==> config.mk <==
export PLATFORM = sky130hd
export DESIGN_NAME = serial_adder
export DESIGN_NICKNAME = d
export VERILOG_FILES = /design/src/rtl/serial_adder.sv
export SDC_FILE = /design/constraint.sdc
export NUM_CORES = 1
export LEC_CHECK = 0
export CORE_ASPECT_RATIO = 0.6
export CORE_UTILIZATION = 45
export DETAILED_ROUTE_END_ITERATION = 10
export PLACE_DENSITY_LB_ADDON = 0.25
export SYNTH_ARGS = -nofsm -noshare
export SYNTH_HDL_FRONTEND = slang
export SYNTH_SLANG_ARGS = --single-unit
==> constraint.sdc <==
create_clock -name clk -period 1.75 [get_ports clk]
set_clock_uncertainty 0.05 [all_clocks]
set_input_delay 0.4375 -clock clk [delete_from_list [all_inputs] [get_ports clk]]
set_output_delay 0.4375 -clock clk [all_outputs]
set_load 0.01 [all_outputs]
==> src/rtl/serial_adder.sv <==
// ---------------------------------------------------------------------------
// serial_adder
//
// Bit-serial unsigned adder. Two WIDTH-bit operands are accepted through a
// valid/ready handshake, added one bit per clock (LSB first) with a single
// registered carry, and the WIDTH-bit sum plus carry-out are offered through
// a second valid/ready handshake. This trades WIDTH cycles of latency for a
// datapath that is only one full adder wide.
//
// Ports:
//   clk        - single clock, all state changes on the rising edge
//   rst        - synchronous, active-high reset (wins over any handshake)
//   in_valid   - operands a/b are valid this cycle
//   in_ready   - block can accept operands (high only while idle)
//   a, b       - unsigned addends, sampled only on the accept edge
//   out_valid  - sum/carry_out are valid (high only while done)
//   out_ready  - consumer accepts the result
//   sum        - (a + b) mod 2^WIDTH
//   carry_out  - bit WIDTH of a + b
// ---------------------------------------------------------------------------
module serial_adder #(
    parameter int WIDTH = 8
) (
    input  logic             clk,
    input  logic             rst,
    input  logic             in_valid,
    output logic             in_ready,
    input  logic [WIDTH-1:0] a,
    input  logic [WIDTH-1:0] b,
    output logic             out_valid,
    input  logic             out_ready,
    output logic [WIDTH-1:0] sum,
    output logic             carry_out
);

    // The counter must be able to represent WIDTH itself so that the final
    // increment on the last RUN edge never wraps back to zero.
    localparam int CW = $clog2(WIDTH + 1);

    localparam logic [1:0] IDLE = 2'd0;
    localparam logic [1:0] RUN  = 2'd1;
    localparam logic [1:0] DONE = 2'd2;

    logic [1:0]       state;
    logic [WIDTH-1:0] a_sr;
    logic [WIDTH-1:0] b_sr;
    logic [WIDTH-1:0] sum_sr;
    logic             c;
    logic [CW-1:0]    cnt;

    logic             ha0_s;
    logic             ha0_c;
    logic             ha1_s;
    logic             ha1_c;
    logic             c_next;
    logic [WIDTH-1:0] sum_next;

    // One full-adder bit built from two half adders and an OR. The first
    // half adder combines the two operand LSBs, the second folds in the
    // carry; either half adder generating a carry produces the next carry.
    always_comb begin
        ha0_s  = a_sr[0] ^ b_sr[0];
        ha0_c  = a_sr[0] & b_sr[0];
        ha1_s  = ha0_s ^ c;
        ha1_c  = ha0_s & c;
        c_next = ha0_c | ha1_c;
    end

    // The sum register fills from the top: after WIDTH shifts the first
    // computed bit (the LSB) has travelled down to bit 0. Written as a shift
    // plus a single-bit overwrite so that WIDTH = 1 needs no special case.
    always_comb begin
        sum_next            = sum_sr >> 1;
        sum_next[WIDTH-1]   = ha1_s;
    end

    // Handshake outputs are decoded from state alone, so there is no
    // combinational path from in_valid or out_ready to either of them.
    always_comb begin
        in_ready  = (state == IDLE);
        out_valid = (state == DONE);
        sum       = sum_sr;
        carry_out = c;
    end

    // Main sequencer. IDLE loads the operands and clears the carry and bit
    // counter; RUN consumes one operand bit per edge and leaves after the
    // edge that processes bit WIDTH-1; DONE holds every register untouched
    // until the consumer takes the result, so stalls cannot disturb it.
    always_ff @(posedge clk) begin
        if (rst) begin
            state  <= IDLE;
            a_sr   <= '0;
            b_sr   <= '0;
            sum_sr <= '0;
            c      <= 1'b0;
            cnt    <= '0;
        end else begin
            case (state)
                IDLE: begin
                    if (in_valid) begin
                        a_sr  <= a;
                        b_sr  <= b;
                        c     <= 1'b0;
                        cnt   <= '0;
                        state <= RUN;
                    end
                end
                RUN: begin
                    c      <= c_next;
                    sum_sr <= sum_next;
                    a_sr   <= a_sr >> 1;
                    b_sr   <= b_sr >> 1;
                    cnt    <= cnt + CW'(1);
                    if (cnt == CW'(WIDTH - 1)) begin
                        state <= DONE;
                    end
                end
                DONE: begin
                    if (out_ready) begin
                        state <= IDLE;
                    end
                end
                default: begin
                    state <= IDLE;
                end
            endcase
        end
    end

endmodule

-- After elaboration in Yosys (flattened, before gate mapping)
Cells that the tools add are included.
- $lt $le $gt $ge: 0
- equal/unequal tests: 6
- div/mod/pow operators: 0
- add/subtract/negate cells: 1
- reductions and logical operators: 4
- multipliers: 0
- bitwise gates (word level): 5
- multiplexer cells: 12
- shift-type cells: 0
- operators by type and width (operator ; count):
    one-hot mux 8 bit (2 select lines) ; 2
    2-to-1 mux 8 bit ; 2
    one-hot mux 4 bit (2 select lines) ; 1
    2-to-1 mux 2 bit ; 3
    one-hot mux 2 bit (3 select lines) ; 1
    adder 4 x 1 -> 4 bit (second input constant) ; 1
    equality test 4 x 3 -> 1 bit (second input constant) ; 1
    2-to-1 mux 4 bit ; 1
    != test 2 bit (second input constant) ; 2
    AND reduction 3 bit ; 1
    bitwise AND 1 bit ; 2
    equality test 2 x 1 -> 1 bit (second input constant) ; 1
    equality test 2 bit (second input constant) ; 1
    logical NOT 2 bit ; 1
    != test 2 x 1 -> 1 bit (second input constant) ; 1
    one-hot mux 1 bit (2 select lines) ; 1
    AND reduction 2 bit ; 1
    nonzero test 2 bit ; 1
    bitwise XOR 1 bit ; 2
    2-to-1 mux 1 bit ; 1
    bitwise OR 1 bit ; 1
- flip-flop bits (word level): 31
- bits in read-only memories: 0
- logic and storage cells: 34
- memories kept: 0
- bits in latches: 0
- memory bits (writable): 0

-- Logic depth before layout (Yosys ltp)
Gate-level depths: netlist (run 1).
- depth after elaboration: 4
- mapped depth: 5

-- Worst setup path after synthesis (run 1)
OpenSTA, ideal clock, no wires.
- path type: in2reg
- from: input in_valid
- to: register a_sr[4]
- path buffers: 1
- arrival time: 1187 ps
- stages: 4
- data required time: 1569 ps
- path slack: 382 ps
- library setup time: 131 ps
- cells stage by stage: buf_4 or3b_2 a21oi_1 nor3_1
- longest elaborated chain between the ends: 2
- ends and longest elaborated chain (element ; RTL line ; source):
    start, declared ; 26 ; input logic in_valid,
    != test 2 bit (no line) ; n/a ;
    AND reduction 2 bit (no line) ; n/a ;
    end signal, assigned ; 112 ; a_sr <= a_sr >> 1;
    end, declared ; 45 ; logic [WIDTH-1:0] a_sr;
Every way passes these cells.
A chain may end at the register's enable or synchronous reset.

-- Final worst setup path (run 1)
- from: register sum_sr[5], in the netlist sum[5]
- to: output sum[5]
- RTL lines (element ; RTL line ; source):
    start, declared ; 47 ; logic [WIDTH-1:0] sum_sr;
    start signal, assigned ; 111 ; sum_sr <= sum_next;
    end, declared ; 32 ; output logic [WIDTH-1:0] sum,
No word-level cell between the ends.

==> results of run 1 <==
## through the flow
step	cell area [sq um]	TNS (ns)	utilization	worst slack, ns	instances
2_1_floorplan	1500	0	-	0.382	184
3_3_place_gp	1860	-0.611	0.617	-0.0951	255
3_5_place_dp	1860	-1.80	0.617	-0.164	255
4_1_cts	1960	0	0.650	0.0673	263
5_1_grt	1960	0	0.650	0.0320	263
6_report	1960	0	0.650	0.0771	263
## final cells by class
type | instances | area (sq um)
Fill cell | 260 | 1060
Multi-Input combinational cell | 125 | 743
Sequential cell | 31 | 621
Timing Repair Buffer | 43 | 395
Clock buffer | 8 | 100
Inverter | 14 | 52.6
Tap cell | 42 | 52.6
## cell usage after synthesis
cell type	n
nand2_1	18
or2_2	1
ha_1	1
clkbuf_1	4
buf_6	2
nor3_1	4
nand2b_1	4
fa_1	1
or2b_1	1
a22oi_1	1
or3_1	1
dfxtp_1	31
nor2b_1	6
a21oi_1	32
buf_4	3
inv_1	14
buf_2	5
o21ai_0	1
or3b_2	3
o22a_1	4
o21bai_1	1
nor3b_1	1
nand3_1	2
nor2_1	23
o21ba_2	2
a2bb2oi_1	1
o22ai_1	2
a31oi_1	2
o221a_2	11
a211oi_1	2
## state kept, by name (all words and copies together), names as in the netlist
signal	cells
cnt	4
state	2
a_sr	8
b_sr	8
carry_out	1
sum	8
## where the power goes
group	switching [W]	internal, W	leakage [nW]	total [W]
Clock	0.000257	0.000359	0.0515	0.000615
Combinational	0.000182	0.000193	0.453	0.000375
Sequential	0.0000455	0.000766	0.254	0.000811
Total	0.000484	0.00132	0.759	0.00180
## worst min-delay path by stage
stage,startpoint,end,slack [ns],depth (start not counted)
2_1_floorplan,a_sr[7]$_SDFFE_PP0P_,a_sr[7]$_SDFFE_PP0P_,0.40,2
3_3_place_gp,sum[0]$_SDFFE_PP0N_,sum[0]$_SDFFE_PP0N_,0.40,2
3_5_place_dp,sum[0]$_SDFFE_PP0N_,sum[0]$_SDFFE_PP0N_,0.40,2
4_1_cts,sum[0]$_SDFFE_PP0N_,sum[0]$_SDFFE_PP0N_,0.41,2
5_1_grt,sum[6]$_SDFFE_PP0N_,sum[5]$_SDFFE_PP0N_,0.44,2
6_report,sum[0]$_SDFFE_PP0N_,sum[0]$_SDFFE_PP0N_,0.41,2
## routing by layer
| layer | vias up | wire length [um] |
|---|---|---|
| met3 | 7 | 258 |
| met1 | 662 | 1700 |
| li1 | 705 | - |
| met5 | - | 0 |
| met4 | 0 | 52 |
| met2 | 45 | 1520 |
## logic make-up (layout without fill, tap and decap cells)
family	after synthesis	count (layout)	share of synthesized area
DFF	31	31	0.414
adders and majority gates	2	2	0.0217
AOI/OAI and AO/OA	59	59	0.272
and+or+nand+nor	64	64	0.200
buffers and inverters	28	65	0.0918
## what timing repair did
item / CTS / global route
setup endpoints to repair: 2 / 0
gates resized for setup: 3 / 0
buffers inserted: 0 / 0
==> reports/metrics.csv, run 1 <==
metric,value,unit
die_w,76.5,um
drt-pass1-iter-count,4,
crit_buf_inv,1,
met3_usage,0.0634,
relSlewSlack,0.813,
holdWs,0.412,ns
top_usage_layer,met2,
via_per_inst,5.40,
syn_inst,184,
reg2reg_from,state[0]$_SDFFE_PP0P_,
crit_slowest_cell,clkdlybuf4s50_1,
rows,15,
ys_seq_area_frac,0.414,
ir_drop,0.600,mV
drcViolationCount,0,
p_per_area,917,nW/um^2
clk_pin_slew_worst_paths,0.06,ns
antenna_found_initial,0,
cap_violations,0,
worstPathArrival,1.19,ns
worst-path-max-fanout,3,
cts_tree,yes,
grt.met2_usage,0.350,
ys_types,30,
grtUsageTotal,0.216,
clk_path_buf_depth,2,
grt_max_degree,20,
htreeDepth,2,
startpoint,sum[5]$_SDFFE_PP0N_,
slew_viol_final,0,
clock-sinks,31,
cts-hold-fix-buffers,0,
io_buffers,30,
end_kind,output pin,
place_hpwl,2500,um
design.core.area,3020,sq um
cp-start-kind,flop,
clockRootBuffer,clkbuf_8,
synth_fp_nets,206,
yosysWarnings,0,
rsz0062_at_grt,false,
cts_buffers,5,
tightest_slew,0.280,ns
p_leak,0.759,nW
clk_latency,0.28,ns
fmax,598,MHz
cpPeakStageDelay,0.55,ns
vias,1419,
finalHoldViolCount,0,
critical_path_required,1.26,ns
drt-total-wl,3540,um
use_met1,0.280,
setup_viol,0,
synth_area_leaders,"dfxtp_1, a21oi_1, o221a_2",
path_cells,clkdlybuf4s50_1,
post-route-period-util,0.956,
final_cell_mix,"a21oi_1, dfxtp_1, clkdlybuf4s50_1",
synth_top_cell_by_area,dfxtp_1,
critPathKind,reg2out,
wl_per_cell,13.4,um
die_area,3570,sq um
num_io_pins,31,
final_common_cell,a21oi_1,
grt_pass1_vias,1264,
layout-drive-gt1-share,0.172,
cp-endpoint,sum[5],
antennaDiodeCount,0,
total_power,0.00180,W
grt_first_pass_wirelength,5840,um
ys_seq_elements,31,
rr_endpoint,cnt[3]$_SDFFE_PP0P_,
synth.cell_area,1500,sq um
hp-class,reg2reg,
r2r_slack,0.28,ns
syn-mean-instance-area,8.15,sq um
crit_cells,1,
outcome,"finished, final reports clean",
start_util,0.496,
nets,242,
grt_overflow_total,0,
drt_iter0_markers,101,
gp_congestion,0.803,
critical_path.top_delay_family,buffers and inverters,
die_h,46.7,um
area_growth,31.1,%
rr_worst_depth,4,
ant_nets,0,
synth_top_area_frac,0.414,
layout_min_cycle_time,1.67,ns
Power figures use the tool's default switching activity.
==> run 2, diff against run 1 <==
--- a/config.mk
+++ b/config.mk
@@ -5,8 +5,12 @@
 export SDC_FILE = /design/constraint.sdc
 export NUM_CORES = 1
 export LEC_CHECK = 0
+export CAP_MARGIN = 20
+export CELL_PAD_IN_SITES_DETAIL_PLACEMENT = 2
+export CELL_PAD_IN_SITES_GLOBAL_PLACEMENT = 2
 export CORE_ASPECT_RATIO = 0.6
-export CORE_UTILIZATION = 45
+export CORE_UTILIZATION = 29
+export CTS_CLUSTER_DIAMETER = 80
 export DETAILED_ROUTE_END_ITERATION = 10
 export PLACE_DENSITY_LB_ADDON = 0.25
 export SYNTH_ARGS = -nofsm -noshare
==> reports/metrics.csv, run 2 (synthesized netlist as in run 1, its figures left out) <==
metric,value,unit,change
grt_overflow_total,0,,unchanged
cts_tree,yes,,
path_cells,clkdlybuf4s50_1,,
wl_per_cell,16.1,um,+20%
gp_congestion,0.771,,-4.0%
critical_path.top_delay_family,buffers and inverters,,
die_h,57.7,um,+24%
grt_max_degree,22,,+10%
final_common_cell,a21oi_1,,
die_w,94.8,um,+24%
grtUsageTotal,0.182,,-0.0343
start_util,0.315,,-0.181
dr.max_layer_used,met4,,
grt_pass1_vias,1533,,+21%
critical_path_required,1.26,ns,about the same
outcome,"finished, final reports clean",,
vias,1423,,+0.28%
clk_pin_slew_worst_paths,0.07,ns,about the same
routed-wl-met3,144,um,-44%
post-route-period-util,0.963,,+0.00696
area_growth,32.4,%,
antennaDiodeCount,0,,unchanged
final_cell_mix,"a21oi_1, dfxtp_1, clkdlybuf4s50_1",,
drt-met1-wl,2300,um,+35%
dp_slack,-0.184,ns,-0.0207 ns
clk_path_buf_depth,2,,unchanged
worst-path-max-fanout,3,,unchanged
setup_viol,0,,unchanged
crit_buf_inv,1,,unchanged
antenna_found_initial,0,,unchanged
rsz0062_at_grt,false,,
num_io_pins,31,,unchanged
worstPathArrival,1.20,ns,about the same
ir_drop,0.382,mV,-36%
end_kind,output pin,,
layout_min_cycle_time,1.69,ns,+0.0122 ns
clk_latency,0.28,ns,about the same
clock-sinks,31,,unchanged
p_leak,0.770,nW,+1.5%
drcViolationCount,0,,unchanged
cap_violations,0,,unchanged
layout-drive-gt1-share,0.163,,-0.00905
cpPeakStageDelay,0.55,ns,about the same
htreeDepth,2,,unchanged
cp-start-kind,flop,,
layout_setup_ws,0.0650,ns,-0.0122 ns
cts_buffers,5,,unchanged
slew_viol_final,0,,unchanged
drt-pass1-iter-count,4,,unchanged
grt_first_pass_wirelength,7560,um,+29%
clockRootBuffer,clkbuf_8,,
nets,242,,unchanged
design.core.area,4750,sq um,+57%
die_area,5470,sq um,+53%
tightest_slew,0.272,ns,-0.00836 ns
io_buffers,30,,unchanged
crit_slowest_cell,clkdlybuf4s50_1,,
hp-class,reg2reg,,
fmax,593,MHz,-0.72%
place_hpwl,3310,um,+32%
relSlewSlack,0.819,,+0.00557
finalHoldViolCount,0,,unchanged
ant_nets,0,,unchanged
drt_iter0_markers,72,,-29%
critPathKind,reg2out,,
drt-total-wl,4570,um,+29%
holdWs,0.423,ns,+0.0111 ns
rows,19,,+4
via_per_inst,5.01,,-7.1%
wl_met2,2080,um,+36%
p_per_area,883,nW/um^2,-3.6%
[run 2: cell types whose count changed in the layout (fill, tap and decap cells not counted), sizes merged]
cell / delta
dlymetal6s2s: +1
clkinv: +1
clkbuf: -1
clkdlybuf4s50: -1
[run 2: through the flow]
step | std cells | util | setup TNS [ns] | instance area, sq um | power, W
4_1_cts | 284 | 0.417 | 0 | 1980 | 0.00177
3_5_place_dp | 276 | 0.400 | -1.83 | 1900 | 0.00122
6_report | 284 | 0.417 | 0 | 1980 | 0.00175
3_3_place_gp | 276 | 0.400 | -1.08 | 1900 | 0.00120
2_1_floorplan | 184 | - | 0 | 1500 | 0.00106
5_1_grt | 284 | 0.417 | 0 | 1980 | 0.00185
[run 2: worst paths after layout]
kind | slack, ns | end | depth (start not counted) | from
max | 0.06 | carry_out | 1 | carry_out$_SDFFE_PP0P_
min | 0.42 | sum[0]$_SDFFE_PP0N_ | 2 | sum[0]$_SDFFE_PP0N_
max reg2reg | 0.17 | cnt[3]$_SDFFE_PP0P_ | 4 | state[0]$_SDFFE_PP0P_
min reg2reg | 0.42 | sum[0]$_SDFFE_PP0N_ | 2 | sum[0]$_SDFFE_PP0N_
[run 2: cell type report]
type | count | area [sq um]
clock buffer | 7 | 76.3
sequential | 31 | 621
fill | 561 | 2770
inverter | 14 | 52.6
tap | 63 | 78.8
timing repair buffer | 43 | 410
clock inverter | 1 | 5.00
multi-input combinational | 125 | 741
[run 2: where the power goes]
group	leakage, nW	internal [W]	switching, W
Clock	0.0422	0.000279	0.000273
Combinational	0.473	0.000194	0.000193
Sequential	0.254	0.000765	0.0000487
Total	0.770	0.00124	0.000514
[run 2: routing by layer]
metal | global-route usage | vias to the layer above
met5 | 0 | -
met4 | 0.0584 | 0
li1 | - | 704
met3 | 0.0420 | 5
met2 | 0.284 | 23
met1 | 0.252 | 691
[run 2: repair_timing]
action / 4_1_cts / 5_1_grt
setup buffers: 0 / 0
resized for setup: 2 / 1
hold buffers: 0 / 0
setup endpoints to repair: 2 / 1
cloned: 0 / 0
